$ cat config.mk
export PLATFORM = sky130hd
export DESIGN_NAME = alu_share_arbiter
export DESIGN_NICKNAME = d
export VERILOG_FILES = /design/src/rtl/alu_share_arbiter.sv
export SDC_FILE = /design/constraint.sdc
export NUM_CORES = 1
export LEC_CHECK = 0
export ABC_CLOCK_PERIOD_IN_PS = 2100
export CAP_MARGIN = 10
export CORE_ASPECT_RATIO = 1.2
export CORE_MARGIN = 5
export CORE_UTILIZATION = 38
export CTS_BUF_LIST = sky130_fd_sc_hd__clkbuf_2
export DETAILED_ROUTE_END_ITERATION = 16
export GPL_TIMING_DRIVEN = 0
export HOLD_SLACK_MARGIN = 0.05
export PLACE_DENSITY = 0.88
export SLEW_MARGIN = 25
export SYNTH_ARGS = -nofsm -noshare
export SYNTH_HDL_FRONTEND = slang
export SYNTH_SLANG_ARGS = --single-unit
$ cat constraint.sdc
create_clock -name clk -period 2.1 [get_ports clk]
set_input_delay 0.42 -clock clk [delete_from_list [all_inputs] [get_ports clk]]
set_output_delay 0.42 -clock clk [all_outputs]
set_load 0.005 [all_outputs]
$ cat src/rtl/alu_share_arbiter.sv
// Round-robin arbiter/sequencer sharing one combinational ALU between two requesters.
// Optional illegal-opcode check enabled by defining ALU_ARB_OPCHK_EN.
//
// state | meaning
// IDLE  | waiting for a request; Mealy ready to the round-robin winner
// EXEC  | operands driven to the ALU; result captured on this edge
// RESP  | response held for the owner until it takes it
module alu_share_arbiter #(
   parameter int WIDTH = 32
) (
   input  logic             clk,
   input  logic             rst_n,
   input  logic             r0_valid,
   input  logic [2:0]       r0_op,
   input  logic [WIDTH-1:0] r0_a,
   input  logic [WIDTH-1:0] r0_b,
   output logic             r0_ready,
   input  logic             r1_valid,
   input  logic [2:0]       r1_op,
   input  logic [WIDTH-1:0] r1_a,
   input  logic [WIDTH-1:0] r1_b,
   output logic             r1_ready,
   output logic [1:0]       resp_valid,
   input  logic [1:0]       resp_ready,
   output logic [WIDTH-1:0] resp_result,
   output logic             resp_zero,
   output logic             resp_err,
   output logic             busy,
   output logic [WIDTH-1:0] alu_a,
   output logic [WIDTH-1:0] alu_b,
   output logic [2:0]       alu_op,
   input  logic [WIDTH-1:0] alu_result,
   input  logic             alu_zero
);

   typedef enum logic [1:0] {IDLE, EXEC, RESP} state_t;

   state_t           state_q, state_d;
   logic             prio_q;
   logic             owner_q;
   logic             accept;
   logic             winner;
   logic             illegal;
   logic             resp_done;
   logic [2:0]       win_op;
   logic [WIDTH-1:0] win_a, win_b;

   always_comb begin
      r0_ready = (state_q == IDLE) && r0_valid && (!r1_valid || !prio_q);
      r1_ready = (state_q == IDLE) && r1_valid && (!r0_valid ||  prio_q);
      accept   = r0_ready || r1_ready;
      winner   = r1_ready;
      win_op   = winner ? r1_op : r0_op;
      win_a    = winner ? r1_a  : r0_a;
      win_b    = winner ? r1_b  : r0_b;
`ifdef ALU_ARB_OPCHK_EN
      illegal  = (win_op[1:0] == 2'b11);
`else
      illegal  = 1'b0;
`endif
      resp_valid = 2'b00;
      if (state_q == RESP)
         resp_valid = owner_q ? 2'b10 : 2'b01;
      resp_done = |(resp_valid & resp_ready);
      busy      = (state_q != IDLE);
   end

   always_comb begin
      state_d = state_q;
      case (state_q)
         IDLE: if (accept) state_d = illegal ? RESP : EXEC;
         EXEC: state_d = RESP;
         RESP: if (resp_done) state_d = IDLE;
         default: state_d = IDLE;
      endcase
   end

   always_ff @(posedge clk or negedge rst_n) begin
      if (!rst_n) begin
         state_q     <= IDLE;
         prio_q      <= 1'b0;
         owner_q     <= 1'b0;
         alu_a       <= '0;
         alu_b       <= '0;
         alu_op      <= 3'b000;
         resp_result <= '0;
         resp_zero   <= 1'b0;
         resp_err    <= 1'b0;
      end else begin
         state_q <= state_d;
         if (accept) begin
            owner_q  <= winner;
            prio_q   <= ~winner;
            resp_err <= illegal;
            // Illegal ops never reach the ALU, so its drive keeps the last legal op.
            if (illegal) begin
               resp_result <= '0;
               resp_zero   <= 1'b1;
            end else begin
               alu_op <= win_op;
               alu_a  <= win_a;
               alu_b  <= win_b;
            end
         end
         if (state_q == EXEC) begin
            resp_result <= alu_result;
            resp_zero   <= alu_zero;
         end
      end
   end

endmodule

# Word-level counts from Yosys, hierarchy flattened
# Cells that the tools add are included.
[totals]
register_bits = 104
ramBits = 0
latchBits = 0
rom_bits = 0
input_bits = 173
memories = 0
[classes]
n_div = 0
n_reduce_logical = 14
eq_ne = 4
addsub = 0
shifts = 0
magnitude_cmp = 0
bitwise = 2
mux = 8
mul = 0
[op_table]
columns = ["op", "n"]
rows = [
  ["two-way mux 32 bit", 2],
  ["two-way mux 2 bit", 4],
  ["case mux 2 bit (3 select lines)", 1],
  ["logical AND 1 bit", 4],
  ["inequality test 2 bit (second input constant)", 2],
  ["logical NOT 1 bit", 3],
  ["logical OR 1 bit", 3],
  ["two-way mux 3 bit", 1],
  ["AND 2 bit", 1],
  ["== test 2 x 1 -> 1 bit (second input constant)", 1],
  ["== test 2 bit (second input constant)", 1],
  ["logical NOT 2 bit", 1],
  ["AND reduction 2 bit", 1],
  ["nonzero test 2 bit", 1],
  ["OR reduction 2 bit", 1],
  ["NOT 1 bit", 1],
]

# Longest topological paths before layout
[depth]
word_depth = 6
ltp_mapped = 6
mapped_depth_nobuf = 3

# Least setup slack after synthesis
# Ideal clock, no wire load.
[synth_path]
kind = "input -> output"
start = "input r0_valid"
end = "output r0_ready"
arrival_time_ps = 1202
path_slack_ps = 478
n_path_buf = 2
cell_stages = 4
cell_sequence = "a21boi_2 > clkbuf_1 > clkbuf_2 > and2_1"
[synth_via]
elab_chain_cells = 2
[synth_rtl]
columns = ["item", "line", "text"]
rows = [
  ["start: declaration", "13", "input logic r0_valid,"],
  ["logical AND 1 bit (2 in a row)", "49", "r0_ready = (state_q == IDLE) && r0_valid && (!r1_valid || !prio_q);"],
  ["end: declaration", "17", "output logic r0_ready,"],
]
# No other way between the ends.

# Worst setup path in the final report
[layout_path]
start = "register state_q[0]"
end = "output r1_ready"
[layout_via]
elab_chain_cells = 3
[layout_rtl]
columns = ["item", "line", "text"]
rows = [
  ["start: declaration", "38", "state_t state_q, state_d;"],
  ["start signal: assignment", "90", "state_q <= state_d;"],
  ["logical NOT 2 bit", "50", "r1_ready = (state_q == IDLE) && r1_valid && (!r0_valid || prio_q);"],
  ["logical AND 1 bit (2 in a row)", "50", ""],
  ["end: declaration", "22", "output logic r1_ready,"],
]
# No other way between the ends.

==> out/qor.txt <==
Outcome: complete, no violations
Cell repeated most along the worst path: buf_6
Width of the die: 108 um
Worst EP required: 1.68 ns
Cts bufs inserted: 9
Largest net degree at the start of global routing: 58
Fmax: 493 MHz
GPL Wtd Cong: 0.808
Pwr Total: 0.0100 W
Post-DRT Antenna Nets: 0
DP HPWL: 12,400 um
Vias in the first global route: 4,524
Synthesized area: 0.00435 mm^2
Final TNS setup: 0 ns
Worst-path cell chain: nor2_4 > buf_6 > and3_4 > buf_6
Post-route minimum period: 2.03 ns
Clock Tree Buf Depth: 2
Via-to-Cell Ratio: 5.26
Syn Nets: 497
Row count: 42
Clock sink count: 104
PortBufs: 277
Synth warn: 0
Final setup viols: 0
Core Region: 0.0111 mm^2
DIE AREA: 0.0137 mm^2
Final std cells w/o fill: 782
Num ports: 279
Worst path bufs/invs: 2
RSZ-0062 raised after global routing: true
Most used DFF post-synth: dfrtp_1
Worst EP arrival: 1.61 ns
Max-Cap Viols: 0
CP Capture Type: output pin
CP delay by family, top: flip-flops
Post-synth EDFFs: 0
Fin. max-slew vios: 0
Wire length of the first global-routing pass: 24,500 um
Drt drc: 0
Detailed-route via count: 4,117
WL per Instance: 20.5 um
CP max-delay cell: dfrtp_1
Inst Count DP: 756
Drt initial violations: 180
TritonCTS clock tree: done
H-tree level count: 3
Peak supply drop: 0.628 mV
Share of layout cells above drive strength 1: 13.9%
Setup Skew: 0.0199 ns
Pleak: 3.41 nW
P&R area growth vs syn: 74.5%
Final hold violations: 0
Synthesis-stage register bit count: 104
Measured slew at the worst slew-check pin: 0.780 ns
Initial core utilization: 39.1%
Crit-path max FO: 4
Max transition margin: 48.0%
Core Util, Final: 68.2%
Cell depth of the worst flop-to-flop path: 5
Asr flop ratio synth: 100%
Nets@finish: 796
Skew-Pair Late Insertion Delay: 0.54 ns
CP peak stage delay: 0.48 ns
Clk root buf: clkbuf_2
PD cells: 1320 mW/mm^2
ANT cells: 0
Commonest non-fill, non-tap cell in the layout: clkdlybuf4s50_1
R2r setup slk: 0.19 ns
Post-Syn Area per Cell: 13.4 um^2
R2r endpoint: alu_a[7]
Sequential share of the synthesized area: 59.8%
Die Ht: 127 um
Total GRT Usage: 23.1%
Startpoint types: register
Fin crit share: 96.5%
Post-synth cell types: 21
Worst setup path category: reg2out
Most frequent cells in the layout: clkdlybuf4s50_1, dfrtp_1, and3_1, a221o_1, mux2_2
Remaining global-route overflow: 0
Post-Synthesis Cells: 324
Hold Crit Class: in2async
Router iterations before antenna repair: 4
Reg2reg start: state_q[0]
Worst-path clk slew: 0.27 ns
Initial antenna violation count: 0
Routed wire length: 16,000 um
==> metal layers <==
layer,track usage [%],routed length (um)
met1,26.7,6110
met4,10.0,584
met2,39.6,7980
met5,0,0
met3,6.91,1350
==> metrics by stage <==
stage	cell area, um^2	hold slack, ns	worst slack (ns)
after floorplan	4350	0.124	0.478
after global placement	7320	0.487	-3.13
after detailed placement	7350	0.388	-1.02
after CTS	7600	0.294	-0.0783
after global routing	7590	0.319	-0.0614
final	7590	0.354	0.0725
==> where the power goes <==
group	leakage [nW]	switching (W)	internal (W)	total, W
Sequential	1.26	0.000599	0.00299	0.00359
Clock	0.0807	0.000631	0.000385	0.00102
Combinational	2.07	0.00201	0.00338	0.00539
Total	3.41	0.00324	0.00676	0.0100
==> worst register-to-register path: stages, from the launching register on <==
cell and delay, ns:
dfrtp_1 0.46, nor2_4 0.07, buf_4 0.15, o21ai_1 0.24
clkbuf_1 0.64, a221o_1 0.28
==> cell usage after synthesis, drive strengths merged, types with 2 or more instances <==
cell	n	share of area [%]
dfrtp	104	60
clkbuf	18	1.6
a221o	67	15
and3	68	9.8
mux2	34	8.8
buf	16	2.3
nand2b	3	0.43
inv	3	0.26
o21ai	2	0.23
nor2	3	0.43
==> flip-flops by register name, indices dropped and copies added, names as in the netlist <==
register     cells
owner_q          1
resp_result     32
alu_op           3
resp_zero        1
alu_b           32
state_q          2
alu_a           32
prio_q           1
==> how the worst max path moves through the flow <==
stage	slack (ns)	start	depth (start not counted)	to
6_report	0.07	state_q[0]	4	r1_ready
5_1_grt	-0.06	state_q[0]	4	r1_ready
4_1_cts	-0.08	state_q[1]	5	r1_ready
3_5_place_dp	-1.02	r0_valid	6	r0_ready
3_3_place_gp	-3.13	rst_n	1	alu_b[1]
2_1_floorplan	0.48	r0_valid	4	r0_ready
==> kinds of logic (layout without fill, tap and decap cells) <==
family / count (synthesis) / after routing / share of synthesized area [%]
flops: 104 / 104 / 59.8
simple gates: 76 / 76 / 10.9
mux: 34 / 34 / 8.80
other cells: 1 / 1 / 0.0862
buf+inv: 37 / 341 / 4.20
compound gates: 72 / 72 / 16.2
==> cell type report <==
type                       count  area (um^2)
inverter                       3         11.3
clock inverter                 7         86.3
sequential                   104         2600
clock buffer                   9         45.0
timing repair buffer         292         2920
multi-input combinational    183         1580
tap                          154          193
buffer                        30          156
fill                         838         3550
==> what timing repair did <==
| action | 4_1_cts | 5_1_grt |
|---|---|---|
| endpoints found under the setup margin | 5 | 5 |
| pin swaps | 3 | 2 |
| setup buffers | 11 | 2 |
| hold buffers | 1 | 0 |
| endpoints found under the hold margin | 47 | 0 |
| resized for setup | 27 | 3 |
Power figures use the tool's default switching activity.
